**config.mk**
```make
export PLATFORM = sky130hd
export DESIGN_NAME = sine_rom_arbiter
export DESIGN_NICKNAME = d
export VERILOG_FILES = /design/src/rtl/sine_rom_arbiter.sv
export SDC_FILE = /design/constraint.sdc
export NUM_CORES = 1
export LEC_CHECK = 0
export ABC_AREA = 1
export BUFFER_PORTS_ARGS = -buffer_cell sky130_fd_sc_hd__buf_2
export CAP_MARGIN = 25
export CORE_ASPECT_RATIO = 0.7
export CORE_UTILIZATION = 45
export DETAILED_ROUTE_END_ITERATION = 6
export PLACE_DENSITY = 0.81
export SETUP_SLACK_MARGIN = 0.15
export SLEW_MARGIN = 25
export SYNTH_ARGS = -nofsm -noshare
export SYNTH_HDL_FRONTEND = slang
export SYNTH_SLANG_ARGS = --single-unit
```
**constraint.sdc**
```tcl
create_clock -name clk -period 2.2 [get_ports clk]
set_input_delay 0.22 -clock clk [delete_from_list [all_inputs] [get_ports clk]]
set_output_delay 0.22 -clock clk [all_outputs]
set_load 0.02 [all_outputs]
```
**src/rtl/sine_rom_arbiter.sv**
```systemverilog
// sine_rom_arbiter: 4-way round-robin arbiter in front of a single-port ROM
// that has one cycle of read latency.
// Grants are combinational in the accepting cycle. The ROM is driven in the
// same cycle as the grant, and read data is returned with the owner's index.
// Optional macro SINE_ROM_ARB_OUTREG_EN adds one register stage on
// rdata/rdata_valid/rdata_id, which makes the latency 2 cycles from the grant.
module sine_rom_arbiter #(
  parameter int ADDR_WIDTH = 8,
  parameter int DATA_WIDTH = 32,
  parameter int NUM_REQ    = 4
) (
  input  logic                        clk,
  input  logic                        reset,
  input  logic                        enable,
  input  logic [NUM_REQ-1:0]          req,
  input  logic [NUM_REQ*ADDR_WIDTH-1:0] req_addr,
  output logic [NUM_REQ-1:0]          gnt,
  output logic                        rom_cs,
  output logic [ADDR_WIDTH-1:0]       rom_addr,
  input  logic [DATA_WIDTH-1:0]       rom_dout,
  output logic [DATA_WIDTH-1:0]       rdata,
  output logic                        rdata_valid,
  output logic [1:0]                  rdata_id
);

  logic [ADDR_WIDTH-1:0] addr_arr [NUM_REQ];
  logic [1:0]            ptr_reg, ptr_next;
  logic [ADDR_WIDTH-1:0] rom_addr_reg;
  logic                  grant_any;
  logic [1:0]            win_idx;
  logic                  s1_valid_reg;
  logic [1:0]            s1_id_reg;
  logic                  s1_valid;

  // Unpack the flat address bus into one entry per requester
  genvar gi;
  generate
    for (gi = 0; gi < NUM_REQ; gi++) begin : g_addr
      assign addr_arr[gi] = req_addr[gi*ADDR_WIDTH +: ADDR_WIDTH];
    end
  endgenerate

  // Round-robin search starting at ptr; reset and enable=0 suppress any grant
  always_comb begin
    logic [1:0] cand;
    gnt       = '0;
    grant_any = 1'b0;
    win_idx   = ptr_reg;
    cand      = ptr_reg;
    if (!reset && enable) begin
      for (int k = 0; k < NUM_REQ; k++) begin
        cand = ptr_reg + 2'(k);
        if (!grant_any && req[cand]) begin
          grant_any = 1'b1;
          win_idx   = cand;
        end
      end
    end
    if (grant_any) gnt[win_idx] = 1'b1;
    ptr_next = grant_any ? (win_idx + 2'd1) : ptr_reg;
  end

  assign rom_cs   = grant_any;
  assign rom_addr = grant_any ? addr_arr[win_idx] : rom_addr_reg;

  // Pointer and the address that rom_addr falls back to between grants
  always_ff @(posedge clk) begin
    if (reset) begin
      ptr_reg      <= 2'd0;
      rom_addr_reg <= '0;
    end else begin
      ptr_reg      <= ptr_next;
      rom_addr_reg <= rom_addr;
    end
  end

  // Track which read is in flight; its ROM data arrives the next cycle
  always_ff @(posedge clk) begin
    if (reset) begin
      s1_valid_reg <= 1'b0;
      s1_id_reg    <= 2'd0;
    end else begin
      s1_valid_reg <= grant_any;
      if (grant_any) s1_id_reg <= win_idx;
    end
  end

  // A reset asserted while data is in flight drops that read immediately
  assign s1_valid = s1_valid_reg & ~reset;

`ifdef SINE_ROM_ARB_OUTREG_EN
  logic [DATA_WIDTH-1:0] out_data_reg;
  logic                  out_valid_reg;
  logic [1:0]            out_id_reg;

  // Extra output stage: data and id are captured only for valid reads and held otherwise
  always_ff @(posedge clk) begin
    if (reset) begin
      out_data_reg  <= '0;
      out_valid_reg <= 1'b0;
      out_id_reg    <= 2'd0;
    end else begin
      out_valid_reg <= s1_valid;
      if (s1_valid) begin
        out_data_reg <= rom_dout;
        out_id_reg   <= s1_id_reg;
      end
    end
  end

  assign rdata       = out_data_reg;
  assign rdata_valid = out_valid_reg;
  assign rdata_id    = out_id_reg;
`else
  logic [DATA_WIDTH-1:0] data_hold_reg;

  // Keep the last returned word so rdata stays stable between valid pulses
  always_ff @(posedge clk) begin
    if (reset) data_hold_reg <= '0;
    else if (s1_valid) data_hold_reg <= rom_dout;
  end

  assign rdata       = s1_valid ? rom_dout : data_hold_reg;
  assign rdata_valid = s1_valid;
  assign rdata_id    = s1_id_reg;
`endif

endmodule

```
Yosys cells after proc, flatten, opt, wreduce, memory -nomap -nowiden
Cells that the tools add are included.
{"block": "op_classes", "n_addsub": 4, "magnitude_cmp": 7, "n_mux": 28, "bitwise": 3, "n_reduce_logical": 9}
{"cell": "32-bit 2-to-1 mux", "n": 1}
{"cell": "8-bit 2-to-1 mux", "n": 3}
{"cell": "8-bit binary-select mux with 2-bit select", "n": 1}
{"cell": "2-bit by 3-bit < comparator with 1-bit output, second input constant", "n": 5}
{"cell": "1-bit 2-to-1 mux", "n": 13}
{"cell": "1-bit binary-select mux with 2-bit select", "n": 4}
{"cell": "2-bit 2-to-1 mux", "n": 4}
{"cell": "1-bit logical AND", "n": 5}
{"cell": "2-bit by 1-bit adder with 2-bit output, second input constant", "n": 2}
{"cell": "2-bit adder, second input constant", "n": 2}
{"cell": "1-bit zero test", "n": 4}
{"cell": "4-bit 2-to-1 mux", "n": 1}
{"cell": "3-bit >= comparator, second input constant", "n": 1}
{"cell": "2-bit inverter with 3-bit output", "n": 1}
{"cell": "1-bit demux with 2-bit select", "n": 1}
{"cell": "2-bit by 1-bit >= comparator with 1-bit output, second input constant", "n": 1}
{"cell": "1-bit AND", "n": 1}
{"cell": "1-bit inverter", "n": 1}
{"block": "word_totals", "regBits": 45, "elab_cells": 56}

Logic depth before layout (Yosys ltp)
Gate-level depths: netlist of the first run.
{"block": "depth", "depth_word": 21, "depth_mapped": 18}

Least setup slack after synthesis of the first run
No wires, ideal clock.
{"block": "synth_path", "path_kind": "reg2out", "from": "register ptr_reg[0]", "to": "output port gnt[2]", "arrival_time_ns": 1.870, "slack_ns": 0.110, "stages_incl_launch_ff": 16, "path_cell_list": "dfxtp_1 inv_2 buf_6 nand2_2 nand3_1 nand2_2 nand4_4 nand2_4 nand2_2 nand2_4 nand2_4 buf_12 inv_1 ha_1 inv_1 nor2_1"}
{"block": "synth_via", "elab_chain_len": 21}
{"element": "start: declaration", "line_no": "27", "rtl": "logic [1:0] ptr_reg, ptr_next;"}
{"element": "start signal: assignment", "line_no": "72", "rtl": "ptr_reg <= ptr_next;"}
{"element": "1-bit binary-select mux with 2-bit select", "line_no": "53", "rtl": "if (!grant_any && req[cand]) begin"}
{"element": "1-bit 2-to-1 mux (implied by the code)", "line_no": "53"}
{"element": "1-bit 2-to-1 mux", "line_no": "53"}
{"element": "1-bit 2-to-1 mux", "line_no": "50", "rtl": "if (!reset && enable) begin"}
{"element": "1-bit zero test", "line_no": "53"}
{"element": "1-bit logical AND", "line_no": "53"}
{"element": "1-bit 2-to-1 mux", "line_no": "53"}
{"element": "1-bit 2-to-1 mux", "line_no": "50"}
{"element": "(+6 left out)"}
{"element": "2-bit 2-to-1 mux", "line_no": "53"}
{"element": "2-bit 2-to-1 mux *", "line_no": "50"}
{"element": "net win_idx[0]", "line_no": "30", "rtl": "logic [1:0] win_idx;"}
{"element": "2-bit by 3-bit < comparator with 1-bit output (implied by the code) / 2-bit by 1-bit >= comparator with 1-bit output (equally long branches)", "line_no": "59", "rtl": "if (grant_any) gnt[win_idx] = 1'b1;"}
{"element": "1-bit logical AND (implied by the code)", "line_no": "59"}
{"element": "1-bit 2-to-1 mux (implied by the code)", "line_no": "59"}
{"element": "1-bit demux with 2-bit select *", "line_no": "59"}
{"element": "4-bit 2-to-1 mux *", "line_no": "59"}
{"element": "end: declaration", "line_no": "17", "rtl": "output logic [NUM_REQ-1:0] gnt,"}
Mark *: on every way through the listed nets, which the timed path passes. The rest lies on a longest branch. The select of a mux whose other input is x is not followed.

Final worst setup path of the first run
{"block": "layout_path", "from": "register ptr_reg[0]", "to": "output port rom_addr[5]"}
{"block": "layout_via", "elab_chain_len": 21}
{"element": "1-bit binary-select mux with 2-bit select", "line_no": "53"}
{"element": "1-bit 2-to-1 mux (implied by the code)", "line_no": "53"}
{"element": "1-bit 2-to-1 mux", "line_no": "53"}
{"element": "1-bit 2-to-1 mux", "line_no": "50"}
{"element": "1-bit zero test", "line_no": "53"}
{"element": "1-bit logical AND", "line_no": "53"}
{"element": "1-bit 2-to-1 mux", "line_no": "53"}
{"element": "1-bit 2-to-1 mux", "line_no": "50"}
{"element": "(+4 left out)"}
{"element": "1-bit zero test", "line_no": "53"}
{"element": "1-bit logical AND", "line_no": "53"}
{"element": "2-bit 2-to-1 mux", "line_no": "53"}
{"element": "2-bit 2-to-1 mux", "line_no": "50"}
{"element": "2-bit inverter with 3-bit output (implied by the code)", "line_no": "64", "rtl": "assign rom_addr = grant_any ? addr_arr[win_idx] : rom_addr_reg;"}
{"element": "8-bit binary-select mux with 2-bit select", "line_no": "64"}
{"element": "8-bit 2-to-1 mux (implied by the code) (2 in a row)", "line_no": "64"}
{"element": "8-bit 2-to-1 mux *", "line_no": "64"}
{"element": "end: declaration", "line_no": "19", "rtl": "output logic [ADDR_WIDTH-1:0] rom_addr,"}
Every way passes the cells marked *; elsewhere a longest branch is shown, timed or not. The select of a mux whose other input is x is not followed.

==> impl_metrics.xml, run 1 <==
<?xml version="1.0" encoding="UTF-8"?>
<metrics>
  <group name="status">
    <metric name="run_status" unit="">complete, but fails checks</metric>
    <metric name="failed_checks" unit="">setup timing</metric>
  </group>
  <group name="sta">
    <metric name="min_period_over_period" unit="%">114</metric>
    <metric name="setup_ws" unit="ns">-0.305</metric>
    <metric name="worst_skew" unit="ns">0.00886</metric>
    <metric name="finalHoldViolCount" unit="">0</metric>
    <metric name="max_slew.worst_pin.slew" unit="ns">0.469</metric>
    <metric name="fin_crit" unit="ns">2.50</metric>
    <metric name="achievable-frequency" unit="GHz">0.399</metric>
    <metric name="max_slew_margin" unit="%">68.7</metric>
    <metric name="setup_viol_count_final" unit="">12</metric>
    <metric name="grt_setup_unrepaired" unit="">yes</metric>
    <metric name="setup_total_negative_slack" unit="ns">-3.06</metric>
    <metric name="maxSlewViolCount" unit="">0</metric>
  </group>
  <group name="synth">
    <metric name="synth_register_bits" unit="">45</metric>
    <metric name="syn-num-nets" unit="">482</metric>
    <metric name="synthTopCellsByArea" unit="">dfxtp_1 (33%), nand2_1 (12%), a211oi_1 (8.8%)</metric>
    <metric name="yosys_warnings" unit="">0</metric>
    <metric name="netlist-cell-type-count" unit="">27</metric>
    <metric name="synth_area_per_cell" unit="um2">6.70</metric>
    <metric name="syn_inst" unit="">407</metric>
    <metric name="synth_sequential_area_ratio" unit="%">33.1</metric>
    <metric name="synth_top_cell_by_area" unit="">dfxtp_1</metric>
    <metric name="synth_top_area_share" unit="%">33.1</metric>
    <metric name="synth.cell_area" unit="um2">2730</metric>
  </group>
  <group name="worst_setup_path">
    <metric name="slowest_delay" unit="ns">0.38</metric>
    <metric name="worst-path-buf-inv" unit="">5</metric>
    <metric name="r2r_setup_slack" unit="ns">0.11</metric>
    <metric name="endpoint_kind" unit="">output pin</metric>
    <metric name="timing.critical_path.mode_cell" unit="">nand2_4</metric>
    <metric name="worst-r2r-cell-count" unit="">15</metric>
    <metric name="worstSetupPathType" unit="">reg2out</metric>
    <metric name="critPathMaxFanout" unit="">7</metric>
    <metric name="critical_path.reg2reg.startpoint" unit="">ptr_reg[0]</metric>
    <metric name="r2r_end" unit="">ptr_reg[1]</metric>
    <metric name="start_kind" unit="">flip-flop</metric>
    <metric name="worstPathCellList" unit="">buf_6, nand2_2, nand2_4, nand2_4, nand2_4, nor2_4, nand4_1, nand2_1, inv_2, nand2_2, nand2_2, nand2_4, buf_4, nand2_1, nand3_1, nand2_1, inv_1, buf_4</metric>
    <metric name="arr_time_crit_path" unit="ns">2.28</metric>
    <metric name="crit_family" unit="">simple AND/OR/NAND/NOR gates</metric>
    <metric name="critical-path-slowest-cell" unit="">dfxtp_4</metric>
    <metric name="timing.critical_path.required" unit="ns">1.98</metric>
  </group>
  <group name="clock_tree">
    <metric name="clock_tree.root_cell" unit="">clkbuf_8</metric>
    <metric name="number_of_clock_sinks_seen_by_cts" unit="">45</metric>
    <metric name="clock_tree.buffer_depth" unit="">2</metric>
    <metric name="ctsHtreeMaxLevel" unit="">2</metric>
    <metric name="cts_tree" unit="">done</metric>
    <metric name="worst_setup_hold_path_clk_slew" unit="ns">0.09</metric>
    <metric name="clock_insertion_delay_worst_skew" unit="ns">0.29</metric>
    <metric name="cts_inserted_buffers" unit="">5</metric>
  </group>
  <group name="route">
    <metric name="vias" unit="">3024</metric>
    <metric name="final_antenna_net_count" unit="">0</metric>
    <metric name="routed_wl" unit="um">7730</metric>
    <metric name="wire_per_inst" unit="um">12.7</metric>
    <metric name="drtPass1Iterations" unit="">4</metric>
    <metric name="mean_number_of_vias_per_cell" unit="">4.97</metric>
    <metric name="post-route-drc-count" unit="">0</metric>
    <metric name="first_iteration_detailed_routing_drc_count" unit="">96</metric>
  </group>
  <group name="worst_hold_path">
    <metric name="worst_hold_path_depth" unit="">3</metric>
    <metric name="hold_path_end" unit="">data_hold_reg[28]</metric>
    <metric name="hold_path_class" unit="">in2reg</metric>
    <metric name="hold_start" unit="">rom_dout[28]</metric>
  </group>
  <group name="floorplanning">
    <metric name="floorplan.io_pins" unit="">119</metric>
    <metric name="die_w" unit="um">95.0</metric>
    <metric name="dieArea" unit="um2">6380</metric>
    <metric name="number_of_cell_rows" unit="">23</metric>
    <metric name="core-area" unit="um2">5780</metric>
    <metric name="floorplan.die.height" unit="um">67.1</metric>
    <metric name="start_util" unit="%">47.1</metric>
  </group>
  <group name="placement">
    <metric name="pre_cts_slack" unit="ns">-0.0500</metric>
    <metric name="gp_congestion" unit="">0.846</metric>
    <metric name="place_hpwl" unit="um">5290</metric>
    <metric name="place.port_buffers" unit="">118</metric>
  </group>
  <group name="power">
    <metric name="power_leakage" unit="nW">2.02</metric>
    <metric name="ir_drop" unit="mV">0.417</metric>
    <metric name="power_per_cell_area" unit="nW/um2">776</metric>
  </group>
  <group name="global_route">
    <metric name="track_usage" unit="%">22.6</metric>
    <metric name="globalRouteOverflowTotal" unit="">0</metric>
    <metric name="grt_first_pass_wirelength" unit="um">11500</metric>
    <metric name="grt_max_degree" unit="">51</metric>
    <metric name="grt_pass1_vias" unit="">2738</metric>
    <metric name="initial_antenna_violation_count" unit="">0</metric>
  </group>
  <group name="finish">
    <metric name="final_layout_size_suffix_gt1_share" unit="%">41.6</metric>
    <metric name="final_nets" unit="">608</metric>
    <metric name="syn_to_final_growth" unit="%">40.8</metric>
    <metric name="largest_register_ffs" unit="">32</metric>
    <metric name="antenna_cells_inserted" unit="">0</metric>
  </group>
  <group name="flow_run">
    <metric name="maxCapViolations" unit="">0</metric>
  </group>
</metrics>
## cells in the mapped netlist (all sizes together)
| library cell | instances |
|---|---|
| a21oi | 34 |
| buf | 8 |
| a211oi | 32 |
| nand2 | 108 |
| o21ai | 4 |
| ha | 4 |
| dfxtp | 45 |
| nor2 | 46 |
| clkbuf | 14 |
| or2 | 8 |
| inv | 59 |
| nand4 | 2 |
| nand3 | 43 |
## report_power, final
group          internal [mW]  switching, mW  total (mW)
combinational          0.546          0.840        1.39
clock                  0.370          0.284       0.653
sequential             0.904         0.0331       0.937
## worst max-delay path by stage
| stage | startpoint | end | slack, ns | depth (start not counted) |
|---|---|---|---|---|
| after global placement | ptr_reg[1] | rom_addr[2] | 0.05 | 16 |
| after global routing | ptr_reg[0] | rom_addr[1] | -0.46 | 18 |
| after floorplan | ptr_reg[0] | gnt[3] | 0.16 | 16 |
| after detailed placement | ptr_reg[1] | rom_addr[6] | -0.05 | 13 |
| final | ptr_reg[0] | rom_addr[5] | -0.30 | 18 |
| after CTS | ptr_reg[0] | rom_addr[5] | -0.25 | 16 |
## layer usage
layer | part of all wire [%] | global-route usage (%)
met5 | 0 | 0
met4 | 0.75 | 5.49
met3 | 5.3 | 4.79
met2 | 48 | 39.7
met1 | 46 | 28.3
## final cells by class
cell class	instances	area, um2
Inverter	59	234
Fill cell	523	1950
Clock inverter	2	37.5
Clock buffer	6	82.6
Tap cell	75	93.8
Multi-Input combinational cell	282	1610
Sequential cell	45	908
Timing Repair Buffer	140	871
## layout by cell type (no fill, tap or decap), types with 8 or more instances in the layout
cell type / netlist / final
nand3_1: 38 / 33
buf_2: 2 / 106
inv_1: 56 / 52
a21oi_1: 34 / 34
nor2_1: 45 / 43
nand2_2: 18 / 30
a211oi_1: 32 / 32
nand2_1: 85 / 66
buf_4: 3 / 22
nand3_2: 4 / 9
dfxtp_1: 45 / 43
nand2_4: 5 / 12
buf_6: 1 / 8
## cell families after synthesis
logic type,after synthesis,share of synthesized area (%)
AND/OR/NAND/NOR,207,36.3
flip-flops,45,33.1
buffers and inverters,81,13.0
AO/OA/AOI/OAI,70,15.8
adder cells (fa/ha/maj),4,1.84
## timing repair
action	CTS	global route
setup endpoints to repair	18	23
resized for setup	34	37
gates cloned	1	2
buffers inserted	4	3
hold buffers	0	0
pin swaps	3	10
## worst min-delay path: stages
cell      delay [ns]
buf_2           0.08
nor2_1          0.04
a211oi_1        0.14
## metrics by stage
| step | hold slack (ns) | cells | total power [mW] | util (%) | area [um2] |
|---|---|---|---|---|---|
| detailed placement | 0.456 | 591 | 2.11 | 59.1 | 3420 |
| global placement | 0.454 | 591 | 2.08 | 59.1 | 3420 |
| global route | 0.233 | 609 | 3.17 | 66.3 | 3840 |
| finish | 0.235 | 609 | 2.98 | 66.3 | 3840 |
| floorplan | 0.439 | 407 | 1.79 | - | 2730 |
| CTS | 0.225 | 604 | 2.85 | 63.3 | 3660 |
Power figures use the tool's default switching activity.
==> run 2, diff against run 1 <==
--- a/config.mk
+++ b/config.mk
@@ -5,13 +5,14 @@
 export SDC_FILE = /design/constraint.sdc
 export NUM_CORES = 1
 export LEC_CHECK = 0
-export ABC_AREA = 1
+export ABC_AREA = 0
 export BUFFER_PORTS_ARGS = -buffer_cell sky130_fd_sc_hd__buf_2
 export CAP_MARGIN = 25
 export CORE_ASPECT_RATIO = 0.7
 export CORE_UTILIZATION = 45
+export CTS_CLUSTER_SIZE = 30
 export DETAILED_ROUTE_END_ITERATION = 6
-export PLACE_DENSITY = 0.81
+export PLACE_DENSITY = 0.83
 export SETUP_SLACK_MARGIN = 0.15
 export SLEW_MARGIN = 25
 export SYNTH_ARGS = -nofsm -noshare
==> impl_metrics.xml, run 2 <==
<?xml version="1.0" encoding="UTF-8"?>
<metrics>
  <group name="clock_tree">
    <metric name="clock_tree.root_cell" unit="">clkbuf_8</metric>
    <metric name="number_of_clock_sinks_seen_by_cts" unit="">45</metric>
    <metric name="cts.hold.buffers_added" unit="">0</metric>
    <metric name="cts_inserted_buffers" unit="">5</metric>
    <metric name="ctsHtreeMaxLevel" unit="">2</metric>
    <metric name="cts_tree" unit="">done</metric>
    <metric name="worst_setup_hold_path_clk_slew" unit="ns">0.09</metric>
    <metric name="clock_tree.buffer_depth" unit="">2</metric>
    <metric name="clock_insertion_delay_worst_skew" unit="ns">0.29</metric>
  </group>
  <group name="status">
    <metric name="run_status" unit="">complete, but fails checks</metric>
    <metric name="failed_checks" unit="">setup timing</metric>
  </group>
  <group name="synth">
    <metric name="yosys_warnings" unit="">0</metric>
    <metric name="syn-num-nets" unit="">349</metric>
    <metric name="synth_sequential_area_ratio" unit="%">35.3</metric>
    <metric name="synth.cell_area" unit="um2">2550</metric>
    <metric name="synthTopCellsByArea" unit="">dfxtp_1 (35%), mux2_2 (14%), nor2b_1 (8.6%)</metric>
    <metric name="synth_async_sr_flop_share" unit="%">0</metric>
    <metric name="synth_register_bits" unit="">45</metric>
    <metric name="synth.most_common_cell" unit="">dfxtp_1</metric>
    <metric name="synth_top_area_share" unit="%">35.3</metric>
    <metric name="synth.top_cells.by_count" unit="">dfxtp_1 (45), nor2b_1 (35), mux2_2 (32)</metric>
    <metric name="synth-main-ff-cell" unit="">dfxtp_1</metric>
    <metric name="syn_inst" unit="">274</metric>
    <metric name="number_of_flops_mapped_to_enable_cells_by_yosys" unit="">0</metric>
    <metric name="netlist-cell-type-count" unit="">44</metric>
    <metric name="synth_top_cell_by_area" unit="">dfxtp_1</metric>
    <metric name="synth_area_per_cell" unit="um2">9.30</metric>
  </group>
  <group name="finish">
    <metric name="syn_to_final_growth" unit="%">49.1</metric>
    <metric name="layout_commonest_cell" unit="">buf_2</metric>
    <metric name="antenna_cells_inserted" unit="">0</metric>
    <metric name="largest_register_ffs" unit="">32</metric>
    <metric name="most-common-layout-cells" unit="">buf_2 (106), dfxtp_1 (44), nor2b_1 (34), mux2_2 (32), buf_4 (28)</metric>
    <metric name="final_nets" unit="">492</metric>
    <metric name="final_layout_size_suffix_gt1_share" unit="%">56.0</metric>
  </group>
  <group name="sta">
    <metric name="achievable-frequency" unit="GHz">0.379</metric>
    <metric name="worst_skew" unit="ns">0.0116</metric>
    <metric name="fin_crit" unit="ns">2.64</metric>
    <metric name="max_slew_margin" unit="%">67.5</metric>
    <metric name="setup_viol_count_final" unit="">20</metric>
    <metric name="setup_total_negative_slack" unit="ns">-5.20</metric>
    <metric name="min_period_over_period" unit="%">120</metric>
    <metric name="max_slew.worst_pin.slew" unit="ns">0.487</metric>
    <metric name="setup_ws" unit="ns">-0.437</metric>
    <metric name="maxSlewViolCount" unit="">0</metric>
    <metric name="finalHoldViolCount" unit="">0</metric>
    <metric name="grt_setup_unrepaired" unit="">yes</metric>
  </group>
  <group name="global_route">
    <metric name="grt_pass1_vias" unit="">2407</metric>
    <metric name="initial_antenna_violation_count" unit="">0</metric>
    <metric name="track_usage" unit="%">22.6</metric>
    <metric name="grt_first_pass_wirelength" unit="um">10800</metric>
    <metric name="globalRouteOverflowTotal" unit="">0</metric>
    <metric name="grt_max_degree" unit="">45</metric>
  </group>
  <group name="worst_setup_path">
    <metric name="critPathMaxFanout" unit="">5</metric>
    <metric name="r2r_setup_slack" unit="ns">-0.12</metric>
    <metric name="start_kind" unit="">flip-flop</metric>
    <metric name="worstPathCellList" unit="">or3b_4, a2111oi_4, o41a_4, o21ai_4, or4b_4, nand3_4, buf_6</metric>
    <metric name="critical_path.reg2reg.startpoint" unit="">ptr_reg[1]</metric>
    <metric name="r2r_end" unit="">rom_addr_reg[0]</metric>
    <metric name="slowest_delay" unit="ns">0.52</metric>
    <metric name="arr_time_crit_path" unit="ns">2.42</metric>
    <metric name="worstSetupPathType" unit="">reg2out</metric>
    <metric name="endpoint_kind" unit="">output pin</metric>
    <metric name="timing.critical_path.required" unit="ns">1.98</metric>
    <metric name="worst-r2r-cell-count" unit="">7</metric>
    <metric name="critical-path-slowest-cell" unit="">or4b_4</metric>
  </group>
  <group name="power">
    <metric name="power" unit="mW">2.24</metric>
    <metric name="power_leakage" unit="nW">1.80</metric>
    <metric name="power_per_cell_area" unit="nW/um2">588</metric>
    <metric name="ir_drop" unit="mV">0.324</metric>
  </group>
  <group name="floorplanning">
    <metric name="die_w" unit="um">92.0</metric>
    <metric name="number_of_cell_rows" unit="">22</metric>
    <metric name="start_util" unit="%">47.7</metric>
    <metric name="floorplan.die.height" unit="um">65.0</metric>
    <metric name="core-area" unit="um2">5340</metric>
    <metric name="dieArea" unit="um2">5970</metric>
    <metric name="floorplan.io_pins" unit="">119</metric>
  </group>
  <group name="route">
    <metric name="final_antenna_net_count" unit="">0</metric>
    <metric name="vias" unit="">2681</metric>
    <metric name="mean_number_of_vias_per_cell" unit="">5.47</metric>
    <metric name="drtPass1Iterations" unit="">4</metric>
    <metric name="wire_per_inst" unit="um">14.7</metric>
    <metric name="post-route-drc-count" unit="">0</metric>
    <metric name="first_iteration_detailed_routing_drc_count" unit="">128</metric>
    <metric name="routed_wl" unit="um">7180</metric>
  </group>
  <group name="placement">
    <metric name="gp_congestion" unit="">0.888</metric>
    <metric name="pre_cts_slack" unit="ns">-0.154</metric>
    <metric name="place_hpwl" unit="um">5160</metric>
    <metric name="place.port_buffers" unit="">118</metric>
  </group>
  <group name="flow_run">
    <metric name="maxCapViolations" unit="">0</metric>
  </group>
  <group name="worst_hold_path">
    <metric name="hold_start" unit="">rom_dout[5]</metric>
    <metric name="hold_path_end" unit="">data_hold_reg[5]</metric>
    <metric name="hold_path_class" unit="">in2reg</metric>
    <metric name="worst_hold_path_depth" unit="">3</metric>
  </group>
</metrics>
[run 2: changes by cell type after synthesis, sizes merged, moves of 8 or more]
cell,previous run,this run
or3,0,14
inv,59,5
nand3,43,8
nor2,46,8
o31ai,0,8
a211oi,32,2
a31oi,0,10
mux2,0,32
a21oi,34,2
or2,8,0
mux2i,0,8
nor2b,0,35
nand2,108,16
[run 2: area by class of cell]
cell class | instances | area (um2)
multi-input cells | 204 | 1700
repair buffers | 155 | 986
clock buffers | 5 | 68.8
well taps | 72 | 90.1
clock inverters | 3 | 25.0
fillers | 440 | 1540
flip-flops and latches | 45 | 905
inverters | 6 | 22.5
[run 2: worst max-delay path, delay by kind of cell (launching register included)]
kind            cells  cell delay [ns]
flops               1             0.38
buf+inv             1             0.12
compound gates      3             0.64
simple gates        3             0.98
[run 2: report_power, final]
group,switching (mW),total (mW),internal [mW],leakage [nW]
combinational,0.431,0.835,0.404,1.39
clock,0.294,0.523,0.229,0.0447
sequential,0.0181,0.877,0.859,0.367
[run 2: repair_timing]
| item | in CTS | in global routing |
|---|---|---|
| gates resized for setup | 8 | 44 |
| buffers inserted | 0 | 5 |
| gates cloned | 0 | 1 |
| pin swaps | 1 | 18 |
| setup endpoints to repair | 21 | 21 |
[run 2: metal layers]
layer / vias to the layer above / GRT usage (%) / share of wire (%)
met1: 1272 / 27.9 / 42
li1: 1284 / - / -
met2: 111 / 38.8 / 49
met4: 0 / 7.81 / 2.0
met5: - / 0 / 0
met3: 14 / 5.40 / 6.4
[run 2: logic make-up (layout without fill, tap and decap cells)]
logic type               after synthesis  in the layout  share of synthesized area [%]
multiplexers                          40             40                           17.3
flip-flops                            45             45                           35.3
buffers and inverters                 26            169                           4.22
AND/OR/NAND/NOR                      102            102                           23.4
AO/OA/AOI/OAI                         57             58                           17.8
adder cells (fa/ha/maj)                4              4                           1.96
[run 2: worst max path at each step]
| stage | start | end |
|---|---|---|
| 4_1_cts | ptr_reg[1] | rom_addr[0] |
| 2_1_floorplan | ptr_reg[1] | rom_addr[0] |
| 6_report | ptr_reg[1] | rom_addr[0] |
| 5_1_grt | ptr_reg[1] | rom_addr[5] |
| 3_3_place_gp | req[2] | rom_addr[0] |
| 3_5_place_dp | ptr_reg[1] | rom_addr[0] |
[run 2: metrics by stage]
step	hold WS (ns)	instances	util (%)	instance area [um2]
after floorplan	0.485	274	-	2640
after global placement	0.435	476	65.3	3490
after detailed placement	0.435	476	65.3	3490
after CTS	0.264	484	67.4	3600
after global routing	0.268	490	71.2	3800
final	0.277	490	71.2	3800
==> run 3, diff against run 2 <==
--- a/config.mk
+++ b/config.mk
@@ -10,6 +10,7 @@
 export CAP_MARGIN = 25
 export CORE_ASPECT_RATIO = 0.7
 export CORE_UTILIZATION = 45
+export CTS_BUF_LIST = sky130_fd_sc_hd__clkbuf_16
 export CTS_CLUSTER_SIZE = 30
 export DETAILED_ROUTE_END_ITERATION = 6
 export PLACE_DENSITY = 0.83
==> impl_metrics.xml, run 3 (same netlist as run 2, synthesis figures left out) <==
<?xml version="1.0" encoding="UTF-8"?>
<metrics>
  <group name="finish">
    <metric name="syn_to_final_growth" unit="%">51.3</metric>
    <metric name="sequential_cell_area" unit="um2">905</metric>
    <metric name="most-common-layout-cells" unit="">buf_2 (106), dfxtp_1 (44), nor2b_1 (34), mux2_2 (32), buf_4 (28)</metric>
    <metric name="num-fill-cells" unit="">440</metric>
    <metric name="final_layout_size_suffix_gt1_share" unit="%">56.0</metric>
    <metric name="multiInputGateArea" unit="um2">1700</metric>
    <metric name="largest_register_ffs" unit="">32</metric>
    <metric name="final_core_occ" unit="%">72.2</metric>
    <metric name="layoutNonFillerInstCount" unit="">490</metric>
    <metric name="antenna_cells_inserted" unit="">0</metric>
    <metric name="final_nets" unit="">492</metric>
    <metric name="layout_commonest_cell" unit="">buf_2</metric>
  </group>
  <group name="worst_hold_path">
    <metric name="hold_path_end" unit="">data_hold_reg[1]</metric>
    <metric name="hold_start" unit="">rom_dout[1]</metric>
    <metric name="worst_hold_path_depth" unit="">3</metric>
    <metric name="hold_path_class" unit="">in2reg</metric>
  </group>
  <group name="route">
    <metric name="wire_per_inst" unit="um">14.7</metric>
    <metric name="first_iteration_detailed_routing_drc_count" unit="">160</metric>
    <metric name="final_antenna_net_count" unit="">0</metric>
    <metric name="vias" unit="">2666</metric>
    <metric name="mean_number_of_vias_per_cell" unit="">5.44</metric>
    <metric name="drtPass1Iterations" unit="">4</metric>
    <metric name="routed_wl" unit="um">7190</metric>
    <metric name="post-route-drc-count" unit="">0</metric>
  </group>
  <group name="floorplanning">
    <metric name="floorplan.die.height" unit="um">65.0</metric>
    <metric name="die_w" unit="um">92.0</metric>
    <metric name="floorplan.io_pins" unit="">119</metric>
    <metric name="core-area" unit="um2">5340</metric>
    <metric name="dieArea" unit="um2">5970</metric>
    <metric name="start_util" unit="%">47.7</metric>
    <metric name="number_of_cell_rows" unit="">22</metric>
  </group>
  <group name="sta">
    <metric name="max_slew.worst_pin.slew" unit="ns">0.483</metric>
    <metric name="worst_skew" unit="ns">0.00747</metric>
    <metric name="fin_crit" unit="ns">2.61</metric>
    <metric name="setup_total_negative_slack" unit="ns">-4.77</metric>
    <metric name="setup_viol_count_final" unit="">18</metric>
    <metric name="grt_setup_unrepaired" unit="">yes</metric>
    <metric name="setup_ws" unit="ns">-0.409</metric>
    <metric name="max_slew_margin" unit="%">67.8</metric>
    <metric name="finalHoldViolCount" unit="">0</metric>
    <metric name="maxSlewViolCount" unit="">0</metric>
    <metric name="min_period_over_period" unit="%">119</metric>
    <metric name="achievable-frequency" unit="GHz">0.383</metric>
  </group>
  <group name="clock_tree">
    <metric name="cts.hold.buffers_added" unit="">0</metric>
    <metric name="cts_tree" unit="">done</metric>
    <metric name="clock_tree.buffer_depth" unit="">2</metric>
    <metric name="ctsHtreeMaxLevel" unit="">2</metric>
    <metric name="number_of_clock_sinks_seen_by_cts" unit="">45</metric>
    <metric name="clock_insertion_delay_worst_skew" unit="ns">0.28</metric>
    <metric name="cts_inserted_buffers" unit="">5</metric>
    <metric name="worst_setup_hold_path_clk_slew" unit="ns">0.07</metric>
    <metric name="clock_tree.root_cell" unit="">clkbuf_16</metric>
  </group>
  <group name="worst_setup_path">
    <metric name="critical_path.reg2reg.startpoint" unit="">ptr_reg[1]</metric>
    <metric name="endpoint_kind" unit="">output pin</metric>
    <metric name="r2r_setup_slack" unit="ns">-0.11</metric>
    <metric name="arr_time_crit_path" unit="ns">2.39</metric>
    <metric name="r2r_end" unit="">rom_addr_reg[0]</metric>
    <metric name="worstSetupPathType" unit="">reg2out</metric>
    <metric name="slowest_delay" unit="ns">0.52</metric>
    <metric name="crit_family" unit="">simple AND/OR/NAND/NOR gates</metric>
    <metric name="worst-r2r-cell-count" unit="">7</metric>
    <metric name="critical-path-slowest-cell" unit="">or4b_4</metric>
    <metric name="start_kind" unit="">flip-flop</metric>
    <metric name="worstPathCellList" unit="">or3b_4, a2111oi_4, o41a_4, o21ai_4, or4b_4, nand3_4, buf_6</metric>
    <metric name="worst-path-buf-inv" unit="">1</metric>
    <metric name="timing.critical_path.required" unit="ns">1.98</metric>
    <metric name="critPathMaxFanout" unit="">5</metric>
  </group>
  <group name="global_route">
    <metric name="track_usage" unit="%">22.3</metric>
    <metric name="globalRouteOverflowTotal" unit="">0</metric>
    <metric name="initial_antenna_violation_count" unit="">0</metric>
    <metric name="grt_first_pass_wirelength" unit="um">10800</metric>
    <metric name="grt_pass1_vias" unit="">2398</metric>
    <metric name="grt_max_degree" unit="">45</metric>
  </group>
  <group name="status">
    <metric name="run_status" unit="">complete, but fails checks</metric>
    <metric name="failed_checks" unit="">setup timing</metric>
  </group>
  <group name="placement">
    <metric name="place.port_buffers" unit="">118</metric>
    <metric name="gp_congestion" unit="">0.888</metric>
    <metric name="place_hpwl" unit="um">5160</metric>
    <metric name="dp_cells" unit="">476</metric>
  </group>
  <group name="flow_run">
    <metric name="maxCapViolations" unit="">0</metric>
  </group>
  <group name="power">
    <metric name="power_leakage" unit="nW">1.83</metric>
    <metric name="power" unit="mW">2.46</metric>
    <metric name="power_per_cell_area" unit="nW/um2">637</metric>
    <metric name="ir_drop" unit="mV">0.549</metric>
  </group>
</metrics>
[run 3: worst max path at each step]
stage / endpoint / depth (start not counted) / startpoint
detailed placement: rom_addr[0] / 7 / ptr_reg[1]
global route: rom_addr[5] / 9 / ptr_reg[1]
CTS: rom_addr[0] / 7 / ptr_reg[1]
finish: rom_addr[0] / 7 / ptr_reg[1]
floorplan: rom_addr[0] / 7 / ptr_reg[1]
global placement: rom_addr[0] / 8 / req[2]
[run 3: cell type report]
class	count	share of cell area, %
clock inverters	3	0.649
inverters	6	0.584
flip-flops and latches	45	23.5
well taps	72	2.34
multi-input cells	204	44.2
repair buffers	155	25.6
clock buffers	5	3.24
[run 3: routing by layer]
layer | up-vias | global-route usage (%) | routed length, um
met5 | - | 0 | 0
met4 | 0 | 6.64 | 139
met3 | 12 | 4.69 | 486
met2 | 117 | 38.4 | 3450
met1 | 1255 | 28.3 | 3110
li1 | 1282 | - | -
[run 3: where the power goes]
part,switching [mW],total [mW],internal (mW),leakage (nW)
Combinational,0.431,0.835,0.404,1.39
Sequential,0.0184,0.878,0.860,0.367
Clock,0.316,0.742,0.426,0.0704
Total,0.766,2.46,1.69,1.83
[run 3: worst reg2reg max path, stage by stage, from the launching register on]
cell and delay [ns]:
dfxtp_4 0.37, or3b_4 0.39, a2111oi_4 0.33, o41a_4 0.22, o21ai_4 0.08, or4b_4 0.52, buf_4 0.16, a31oi_4 0.16
[run 3: through the flow]
stage          hold slack [ns]  worst slack [ns]  cell area [um2]
2_1_floorplan            0.485           -0.0880             2640
3_3_place_gp             0.435            -0.145             3490
3_5_place_dp             0.435            -0.154             3490
4_1_cts                  0.291            -0.391             3660
5_1_grt                  0.298            -0.481             3860
6_report                 0.293            -0.409             3860
[run 3: timing repair]
| action | in CTS | in global routing |
|---|---|---|
| pin swaps | 1 | 18 |
| endpoints found under the setup margin | 21 | 21 |
| hold endpoints to repair | 0 | 0 |
| gates cloned | 0 | 1 |
| gates resized for setup | 8 | 44 |
| buffers inserted | 0 | 5 |
